[src/rtl/ball_motion_sched_pkg.sv]
`default_nettype none
// ============================================================================
// Module   : ball_pkg
// Purpose  : Shared direction/state types and keycode constants for the
//            ball motion scheduler.
// Revision : 1.0
// ============================================================================
package ball_pkg;

    typedef enum logic [2:0] {
        NONE  = 3'd0,
        UP    = 3'd1,
        DOWN  = 3'd2,
        LEFT  = 3'd3,
        RIGHT = 3'd4
    } dir_t;

    typedef enum logic [1:0] {
        IDLE   = 2'd0,
        EVAL   = 2'd1,
        COMMIT = 2'd2
    } state_t;

    localparam logic [7:0] KEY_W = 8'h1A;
    localparam logic [7:0] KEY_A = 8'h04;
    localparam logic [7:0] KEY_S = 8'h16;
    localparam logic [7:0] KEY_D = 8'h07;

    // Bit positions inside the 4-bit held/new-press masks.
    localparam int unsigned HELD_UP    = 0;
    localparam int unsigned HELD_DOWN  = 1;
    localparam int unsigned HELD_LEFT  = 2;
    localparam int unsigned HELD_RIGHT = 3;

    function automatic dir_t dir_priority(input logic [3:0] presses);
        dir_t result;
        result = NONE;
        if (presses[HELD_UP])         result = UP;
        else if (presses[HELD_DOWN])  result = DOWN;
        else if (presses[HELD_LEFT])  result = LEFT;
        else if (presses[HELD_RIGHT]) result = RIGHT;
        return result;
    endfunction

endpackage
`default_nettype wire

[src/rtl/ball_motion_sched_cmd_fifo.sv]
`default_nettype none
// ============================================================================
// Module   : cmd_fifo
// Purpose  : Synchronous FIFO of direction commands; a push into a full FIFO
//            is still accepted when a pop happens in the same cycle.
// Revision : 1.0
// ============================================================================
module cmd_fifo
    import ball_pkg::*;
#(
    parameter int FIFO_DEPTH = 4
) (
    input  logic                            clk,
    input  logic                            rst,
    input  logic                            i_push,
    input  dir_t                            i_push_dir,
    input  logic                            i_pop,
    output dir_t                            o_head,
    output logic                            o_full,
    output logic [$clog2(FIFO_DEPTH):0]     o_count
);

    localparam int c_PTR_W = (FIFO_DEPTH > 1) ? $clog2(FIFO_DEPTH) : 1;
    localparam int c_CNT_W = $clog2(FIFO_DEPTH) + 1;

    dir_t               r_mem [FIFO_DEPTH];
    logic [c_PTR_W-1:0] r_wr_ptr;
    logic [c_PTR_W-1:0] r_rd_ptr;
    logic [c_CNT_W-1:0] r_count;
    logic               w_do_pop;
    logic               w_do_push;

    assign o_full    = (r_count == c_CNT_W'(FIFO_DEPTH));
    assign o_count   = r_count;
    assign o_head    = r_mem[r_rd_ptr];
    assign w_do_pop  = i_pop && (r_count != '0);
    assign w_do_push = i_push && (!o_full || w_do_pop);

    always_ff @(posedge clk) begin
        if (w_do_push) begin
            r_mem[r_wr_ptr] <= i_push_dir;
        end
    end

    // Pointers wrap naturally because FIFO_DEPTH is a power of two.
    always_ff @(posedge clk) begin
        if (rst) begin
            r_wr_ptr <= '0;
            r_rd_ptr <= '0;
            r_count  <= '0;
        end else begin
            if (w_do_push) r_wr_ptr <= r_wr_ptr + c_PTR_W'(1);
            if (w_do_pop)  r_rd_ptr <= r_rd_ptr + c_PTR_W'(1);
            r_count <= r_count + c_CNT_W'(w_do_push) - c_CNT_W'(w_do_pop);
        end
    end

endmodule
`default_nettype wire

[src/rtl/ball_motion_sched.sv]
`default_nettype none
// ============================================================================
// Module   : ball_motion_sched
// Purpose  : Queues keyboard direction commands and, once per frame, picks
//            the next ball motion vector (command or edge bounce).
// Revision : 1.0
// ============================================================================
module ball_motion_sched
    import ball_pkg::*;
#(
    parameter int         FIFO_DEPTH = 4,
    parameter logic [9:0] STEP       = 10'd1,
    parameter logic [9:0] X_MIN      = 10'd0,
    parameter logic [9:0] X_MAX      = 10'd639,
    parameter logic [9:0] Y_MIN      = 10'd0,
    parameter logic [9:0] Y_MAX      = 10'd479
) (
    input  logic        Clk,
    input  logic        Reset,
    input  logic [31:0] keycode,
    input  logic        frame_tick,
    input  logic [9:0]  BallX,
    input  logic [9:0]  BallY,
    input  logic [9:0]  BallS,
    output logic [9:0]  MotionX,
    output logic [9:0]  MotionY,
    output logic        motion_valid,
    output dir_t        dir,
    output logic        overflow
);

    localparam int         c_CNT_W    = $clog2(FIFO_DEPTH) + 1;
    localparam logic [9:0] c_STEP_NEG = ~STEP + 10'd1;

    state_t             r_state;
    state_t             w_state_next;
    logic [3:0]         w_slot_hit [4];
    logic [3:0]         w_held;
    logic [3:0]         r_held_q;
    logic [3:0]         w_new;
    logic               w_push;
    dir_t               w_push_dir;
    logic               w_pop;
    dir_t               w_head;
    logic               w_fifo_full;
    logic [c_CNT_W-1:0] w_fifo_count;
    logic               w_have_cmd;
    logic               w_bot, w_top, w_right, w_left;
    logic               w_blocked;
    logic               w_cmd_applied;
    logic [9:0]         w_eval_x, w_eval_y;
    dir_t               w_eval_dir;
    logic [9:0]         r_pend_x, r_pend_y;
    dir_t               r_pend_dir;

    for (genvar s = 0; s < 4; s++) begin : g_slot
        logic [7:0] w_byte;
        assign w_byte        = keycode[8*s +: 8];
        assign w_slot_hit[s] = {w_byte == KEY_D, w_byte == KEY_A,
                                w_byte == KEY_S, w_byte == KEY_W};
    end

    assign w_held     = w_slot_hit[0] | w_slot_hit[1] | w_slot_hit[2] | w_slot_hit[3];
    assign w_new      = w_held & ~r_held_q;
    assign w_push     = |w_new;
    assign w_push_dir = dir_priority(w_new);
    assign w_pop      = (r_state == EVAL);

    cmd_fifo #(
        .FIFO_DEPTH (FIFO_DEPTH)
    ) u_cmd_fifo (
        .clk        (Clk),
        .rst        (Reset),
        .i_push     (w_push),
        .i_push_dir (w_push_dir),
        .i_pop      (w_pop),
        .o_head     (w_head),
        .o_full     (w_fifo_full),
        .o_count    (w_fifo_count)
    );

    assign w_have_cmd = (w_fifo_count != '0);

    // 11-bit compares so BallS added to a coordinate can never wrap.
    assign w_bot   = ({1'b0, BallY} + {1'b0, BallS}) >= {1'b0, Y_MAX};
    assign w_top   = {1'b0, BallY} <= ({1'b0, Y_MIN} + {1'b0, BallS});
    assign w_right = ({1'b0, BallX} + {1'b0, BallS}) >= {1'b0, X_MAX};
    assign w_left  = {1'b0, BallX} <= ({1'b0, X_MIN} + {1'b0, BallS});

    assign w_blocked = ((w_head == UP)    && w_top)  || ((w_head == DOWN)  && w_bot) ||
                       ((w_head == LEFT)  && w_left) || ((w_head == RIGHT) && w_right);

    always_comb begin
        w_eval_x      = MotionX;
        w_eval_y      = MotionY;
        w_eval_dir    = dir;
        w_cmd_applied = 1'b0;
        if (w_have_cmd && !w_blocked) begin
            w_cmd_applied = 1'b1;
            w_eval_dir    = w_head;
            unique case (w_head)
                UP:      begin w_eval_x = '0;         w_eval_y = c_STEP_NEG; end
                DOWN:    begin w_eval_x = '0;         w_eval_y = STEP;       end
                LEFT:    begin w_eval_x = c_STEP_NEG; w_eval_y = '0;         end
                RIGHT:   begin w_eval_x = STEP;       w_eval_y = '0;         end
                default: begin w_cmd_applied = 1'b0;  w_eval_dir = dir;      end
            endcase
        end
        if (!w_cmd_applied) begin
            if (w_bot)        w_eval_y = c_STEP_NEG;
            else if (w_top)   w_eval_y = STEP;
            else if (w_right) w_eval_x = c_STEP_NEG;
            else if (w_left)  w_eval_x = STEP;
        end
    end

    always_comb begin
        w_state_next = r_state;
        unique case (r_state)
            IDLE:    if (frame_tick) w_state_next = EVAL;
            EVAL:    w_state_next = COMMIT;
            COMMIT:  w_state_next = IDLE;
            default: w_state_next = IDLE;
        endcase
    end

    always_ff @(posedge Clk) begin
        if (Reset) r_state <= IDLE;
        else       r_state <= w_state_next;
    end

    always_ff @(posedge Clk) begin
        if (Reset) begin
            r_held_q     <= '0;
            r_pend_x     <= '0;
            r_pend_y     <= '0;
            r_pend_dir   <= NONE;
            MotionX      <= '0;
            MotionY      <= '0;
            motion_valid <= 1'b0;
            dir          <= NONE;
            overflow     <= 1'b0;
        end else begin
            r_held_q     <= w_held;
            motion_valid <= 1'b0;
            if (w_push && w_fifo_full && !w_pop) overflow <= 1'b1;
            if (r_state == EVAL) begin
                r_pend_x   <= w_eval_x;
                r_pend_y   <= w_eval_y;
                r_pend_dir <= w_eval_dir;
            end
            if (r_state == COMMIT) begin
                MotionX      <= r_pend_x;
                MotionY      <= r_pend_y;
                dir          <= r_pend_dir;
                motion_valid <= 1'b1;
            end
        end
    end

endmodule
`default_nettype wire

[config.mk]
export PLATFORM = sky130hd
export DESIGN_NAME = ball_motion_sched
export DESIGN_NICKNAME = d
export VERILOG_FILES = /design/src/rtl/ball_motion_sched_pkg.sv /design/src/rtl/ball_motion_sched_cmd_fifo.sv /design/src/rtl/ball_motion_sched.sv
export SDC_FILE = /design/constraint.sdc
export NUM_CORES = 1
export LEC_CHECK = 0
export CORE_ASPECT_RATIO = 2
export CORE_MARGIN = 1.5
export CORE_UTILIZATION = 53
export DETAILED_ROUTE_END_ITERATION = 6
export PLACE_DENSITY = 0.81
export SLEW_MARGIN = 20
export SYNTH_ARGS = -nofsm -noshare
export SYNTH_HDL_FRONTEND = slang
export SYNTH_SLANG_ARGS = --single-unit
[constraint.sdc]
create_clock -name Clk -period 4.6 [get_ports Clk]
set_input_delay 0.92 -clock Clk [delete_from_list [all_inputs] [get_ports Clk]]
set_output_delay 0.92 -clock Clk [all_outputs]
set_load 0.01 [all_outputs]
---- Yosys cells after proc, flatten, opt, wreduce, memory -nomap -nowiden ----
Memory sizes are Yosys's and may differ from the RTL's. A register that Yosys moved wholly into a read port is not among the register bits.
Index checks and enable logic that the tools add are counted.
cells by class
  muxes and demuxes ....................... 27
  bitwise logic cells ..................... 5
  magnitude comparators ................... 4
  eq/ne operators ......................... 24
  add/sub/neg operators ................... 6
  reduce and logical (&&, ||, !) cells .... 22
operator list
  cell                  count
  $mux 10               10
  $eq 8x3->1 const B    8
  $eq 8x5->1 const B    8
  $pmux 10 s3           2
  $add 10x10->11        2
  $le 10x10->1          2
  $mux 3                6
  $or 4x4->4            3
  $ge 11x10->1 const B  1
  $ge 11x9->1 const B   1
  $logic_and 1x1->1     9
  $reduce_or 4->1       2
  $eq 3x2->1 const B    2
  $eq 3x3->1 const B    2
  $mux 2                3
  $mux 1                5
  $add 2x1->2 const B   2
  $and 4x4->4           1
  $logic_or 1x1->1      4
  $not 4->4             1
  $pmux 2 s2            1
  $reduce_or 2->1       2
  $add 3x1->3           1
  $eq 3x1->1 const B    1
  7 further kinds       9
word-level totals
  input port bits ......................... 65
  register bits after elaboration ......... 61
  RAM bits ................................ 12
  logic and storage cells ................. 102
  output and inout port bits .............. 25
  memories ................................ 1
memory list
  name              depth  width  read ports  clocked after memory_dff  wr ports  line                              RTL
  u_cmd_fifo.r_mem  4      3      1           1                         1         ball_motion_sched_cmd_fifo.sv:26  dir_t r_mem [FIFO_DEPTH];

---- Depth between registers and ports, before layout ----
Gate-level depths: netlist of the first run.
  depth in word-level cells ............... 14
  mapped depth ............................ 14

---- Modules after synthesis ----
Synthesis of the first run repeated with hierarchy kept, for this count alone.
second synthesis, totals
  cell total of the unflattened synthesis .. 568
  area, all modules ....................... 4,883.4 um2
by module, submodules not included
  module             seq. area each (um2)  area each (um2)  cells an instance  instances
  ball_motion_sched  1,081.0               3,971.3          506                1
  cmd_fifo           540.5                 912.1            62                 1

---- Least setup slack after synthesis of the first run ----
Ideal clock, no wire load.
  path type ............................... input port to flip-flop
  from .................................... in BallY[0]
  to ...................................... reg r_pend_x[9]
  setup slack ............................. 0.816 ns
  arrival time ............................ 3.648 ns
  library setup time ...................... 0.136 ns
  stages .................................. 13
  path buffers ............................ 1
  cells stage by stage .................... ha_1 inv_1 fa_1 nor4_1 a31oi_1 a2111oi_0 nor3_1 a2111o_1 and3_1 and3_1 buf_2 o32ai_1 nor3_1
between the ends
  cells in the longest elaborated chain, start to end .. 14
  elaborated cells on any way between the ends .. 17
  classes of those cells .................. add/sub: 1; order compare: 2; mux: 7; reduce/logical: 7
ends and longest elaborated chain
  what                            line                      RTL
  start: declaration              ball_motion_sched.sv:23   input logic [9:0] BallY,
  $add 10x10->11                  ball_motion_sched.sv:85   assign w_bot = ({1'b0, BallY} + {1'b0, BallS}) >= {1'b0, Y_MAX};
  $ge 11x9->1                     ball_motion_sched.sv:85
  $logic_and 1x1->1               ball_motion_sched.sv:90   assign w_blocked = ((w_head == UP) && w_top) || ((w_head == DOWN) && w_bot) ||
  $logic_or 1x1->1 (2 in series)  ball_motion_sched.sv:90
  $logic_or 1x1->1                ball_motion_sched.sv:91   ((w_head == LEFT) && w_left) || ((w_head == RIGHT) && w_right);
  $logic_not 1->1                 ball_motion_sched.sv:98   if (w_have_cmd && !w_blocked) begin
  $logic_and 1x1->1               ball_motion_sched.sv:98
  $mux 10                         ball_motion_sched.sv:98
  $mux 10                         ball_motion_sched.sv:113  else if (w_left) w_eval_x = STEP;
  $mux 10                         ball_motion_sched.sv:112  else if (w_right) w_eval_x = c_STEP_NEG;
  $mux 10                         ball_motion_sched.sv:111  else if (w_top) w_eval_y = STEP;
  $mux 10                         ball_motion_sched.sv:110  if (w_bot) w_eval_y = c_STEP_NEG;
  $mux 10 *                       ball_motion_sched.sv:109  if (!w_cmd_applied) begin
  end signal: assignment          ball_motion_sched.sv:148  r_pend_x <= w_eval_x;
  end: declaration                ball_motion_sched.sv:53   logic [9:0] r_pend_x, r_pend_y;
Mark *: on every way between the ends. The rest lies on a longest branch, timed or not.
A chain may end at the register's enable or synchronous reset.

---- Final worst setup path of the first run ----
  from .................................... in BallS[3]
  to ...................................... reg r_pend_x[7]
between the ends
  cells in the longest elaborated chain, start to end .. 14
  elaborated cells on any way between the ends .. 22
  classes of those cells .................. add/sub: 2; order compare: 4; mux: 7; reduce/logical: 9
ends and longest elaborated chain
  what                            line                      RTL
  start: declaration              ball_motion_sched.sv:24   input logic [9:0] BallS,
  $add 10x10->11                  ball_motion_sched.sv:85
  $ge 11x9->1                     ball_motion_sched.sv:85
  $logic_and 1x1->1               ball_motion_sched.sv:90
  $logic_or 1x1->1 (2 in series)  ball_motion_sched.sv:90
  $logic_or 1x1->1                ball_motion_sched.sv:91
  $logic_not 1->1                 ball_motion_sched.sv:98
  $logic_and 1x1->1               ball_motion_sched.sv:98
  $mux 10                         ball_motion_sched.sv:98
  $mux 10                         ball_motion_sched.sv:113
  $mux 10                         ball_motion_sched.sv:112
  $mux 10                         ball_motion_sched.sv:111
  $mux 10                         ball_motion_sched.sv:110
  $mux 10 *                       ball_motion_sched.sv:109
Marks and branches as above.

==> metrics.txt, run 1 <==
GRT Total Usage=27.7%; y dimension of the die=140 µm; nets@finish=787; CTS buffer count=9; setup repair after global routing missed its margin=false; outcome=finished clean; total number of vias=4716; startpoint class of the critical path=input pin; Routed WL=13400 µm; pin count of the biggest net entering global routing=55; First-pass DRT Iterations=5; final hold vios=0; H-Tree Depth=3; Max-cap violations=0; fin area=6290 µm²; vias per cell=6.05; share of cells above drive strength 1=7.82%; Hold Crit Class=reg2reg; deepest clock path buffer count=2; final period utilization=92.6%; Die X=71.3 µm; largest driver fanout on the critical path=9; register bit total from synthesis=75; Synth-to-Final Area Change=27.1%; gpl congestion=0.946; Pleak=2.42 nW; crit path kind=in2reg; DRC=0; ys async rst share=0%; placed cell area=5970 µm²; Finish-stage setup viols=0; worst clock skew=0.00805 ns; first-pass GRT wire length=22000 µm; register area share after synthesis=32.8%; critical path required time=4.79 ns; Period minus WS final=4.26 ns; Ports=90; DR WL/cell=17.2 µm; Mapped Area=4950 µm²; worst-path cell chain=clkdlybuf4s50_1 -> inv_1 -> ha_1 -> nor2_1 -> a211o_1 -> o21ai_1 -> a211oi_1 -> o31a_1 -> nor4_2 -> o211ai_4 -> buf_4 -> nor2_1 -> nor3_1; dpl hpwl=10300 µm; Clock Latency Late Sink=0.33 ns; CTS Hold Buffers Added=0; clock root cell=clkbuf_16; slowest cell on the critical path=clkdlybuf4s50_1; cell area power density=309 nW/µm²; Top FF cell, synth=dfxtp_1; CP dominant cell by count=nor2_1; Rows=49; critical path arrival=4.45 ns; number of flops mapped to enable cells by yosys=12; max-slew violations=0; initial antenna violation count=0; syn avg cell area=8.49 µm²; Antenna Nets Post-Route=0; Synth Instances=583; Worst slew margin=28.9%; total gr overflow=0; syn nets=697; Port-buffer cells=89; Core ar.=9010 µm²; CP max stage delay=0.51 ns; Crit. End Element=register; Initial DRC Count=301; cts repair resizes=0; Peak VDD IR=0.000284 V; initial core utilization=54.9%; Sink Count=75; Post-CTS Repair Setup Buffers=0; vias in the first global route=4874; Max Clock Freq=0.235 GHz; CTS tree=yes; hold_ws=0.460 ns; Yosys cell types=67; die area=9960 µm²; synth warn=0; antenna cells=0; clk slew on worst S/H paths=0.06 ns; worst-margin pin slew=1.07 ns
-- Yosys cell counts, drive strengths merged (3+ instances only) --
master | number | area [µm²]
a2111oi | 13 | 183
a211o | 3 | 26.3
a211oi | 7 | 57.6
a21o | 9 | 67.6
a21oi | 33 | 165
a221o | 3 | 30.0
a221oi | 3 | 26.3
a31oi | 5 | 31.3
and2 | 7 | 43.8
and3 | 5 | 31.3
buf | 10 | 46.3
clkbuf | 14 | 52.6
dfxtp | 63 | 1260
edfxtp | 12 | 360
fa | 3 | 60.1
ha | 46 | 576
inv | 39 | 146
mux4 | 3 | 67.6
nand2 | 68 | 255
nand2b | 12 | 82.6
nand3 | 5 | 25.0
nand3b | 6 | 45.0
nand4 | 4 | 25.0
nor2 | 59 | 221
nor2b | 17 | 106
nor3 | 32 | 160
nor4 | 10 | 68.8
nor4b | 5 | 43.8
o211ai | 3 | 36.3
o21a | 3 | 22.5
o21ai | 15 | 78.8
o21bai | 4 | 30.0
o22ai | 3 | 18.8
o31ai | 3 | 22.5
o32ai | 10 | 87.6
or3 | 9 | 56.3
xnor2 | 6 | 52.6
xor2 | 4 | 35.0
-- state kept, by name (all words and copies together), names as in the netlist, named ones only --
| name | cells |
|---|---|
| motion_valid | 1 |
| r_held_q | 4 |
| r_state | 2 |
| u_cmd_fifo.r_rd_ptr | 2 |
| u_cmd_fifo.r_mem | 12 |
| r_pend_dir | 3 |
| dir | 3 |
| overflow | 1 |
| MotionY | 10 |
| r_pend_y | 10 |
| u_cmd_fifo.o_count | 3 |
| MotionX | 10 |
| u_cmd_fifo.r_wr_ptr | 2 |
| r_pend_x | 10 |
-- routing by layer --
metal	part of all wire (%)	GRT usage, %	up-vias	routed length (µm)
met5	0	0	-	0
met2	57	52.9	186	7600
met1	34	26.8	2209	4560
met4	3.9	14.6	0	522
li1	-	-	2276	-
met3	5.4	4.78	45	721
-- worst paths after layout --
| path | start | cells after the start | slack, ns | end |
|---|---|---|---|---|
| max reg2reg | register | 8 | 1.64 | r_pend_x[7] |
| max | BallS[3] | 13 | 0.34 | r_pend_x[7] |
| min reg2reg | r_pend_y[6] | 2 | 0.46 | MotionY[6] |
| min | r_pend_y[6] | 2 | 0.46 | MotionY[6] |
-- power breakdown --
part,internal [W],switching [W]
Sequential,0.000697,0.0000249
Clock,0.000457,0.000279
Combinational,0.000216,0.000269
Total,0.00137,0.000573
-- worst max-delay path, delay by kind of cell --
| kind | cells | cell delay [ns] |
|---|---|---|
| and+or+nand+nor | 4 | 1.19 |
| adders and majority gates | 1 | 0.41 |
| buffers and inverters | 3 | 0.78 |
| AOI/OAI and AO/OA | 5 | 1.14 |
-- stage by stage --
step,cells,setup slack [ns],util [%],total power [W],setup TNS (ns)
6_report,780,0.340,69.8,0.00194,0
5_1_grt,780,0.0776,69.8,0.00204,0
4_1_cts,780,0.354,69.8,0.00195,0
3_5_place_dp,764,-0.00121,66.2,0.00121,-0.00121
3_3_place_gp,764,0.110,66.2,0.00119,0
2_1_floorplan,583,0.816,-,0.00104,0
-- cell type report --
type,instances,area [µm²]
Clock inverter,6,71.3
Multi-Input combinational cell,444,3080
Inverter,40,150
Fill cell,726,2720
Tap cell,102,128
Sequential cell,75,1620
Timing Repair Buffer,103,991
Clock buffer,10,250
-- kinds of logic after synthesis --
logic type	Yosys count	share of synthesized area (%)
simple gates	249	25.1
xor+xnor	10	1.77
compound gates	130	20.4
flops	75	32.8
mux	6	2.07
buf+inv	64	5.03
fa+ha+maj	49	12.8
-- cells in the final DEF (no fill, tap or decap), types with 10 or more instances in the layout --
cell type,count
clkdlybuf4s50_1,88
nand2_1,68
dfxtp_1,63
nor2_1,59
ha_1,46
inv_1,39
a21oi_1,33
nor3_1,32
nor2b_1,17
buf_4,14
o21ai_0,13
edfxtp_1,12
nand2b_1,11
o32ai_1,10
clkbuf_16,10
(Power assumes the default switching activity.)
==> run 2: changes to the inputs <==
CAP_MARGIN = 20   (was not set)
CTS_CLUSTER_SIZE = 12   (was not set)
==> results of run 2 <==
The final DEF is identical to that of run 1; final timing and power are the same.
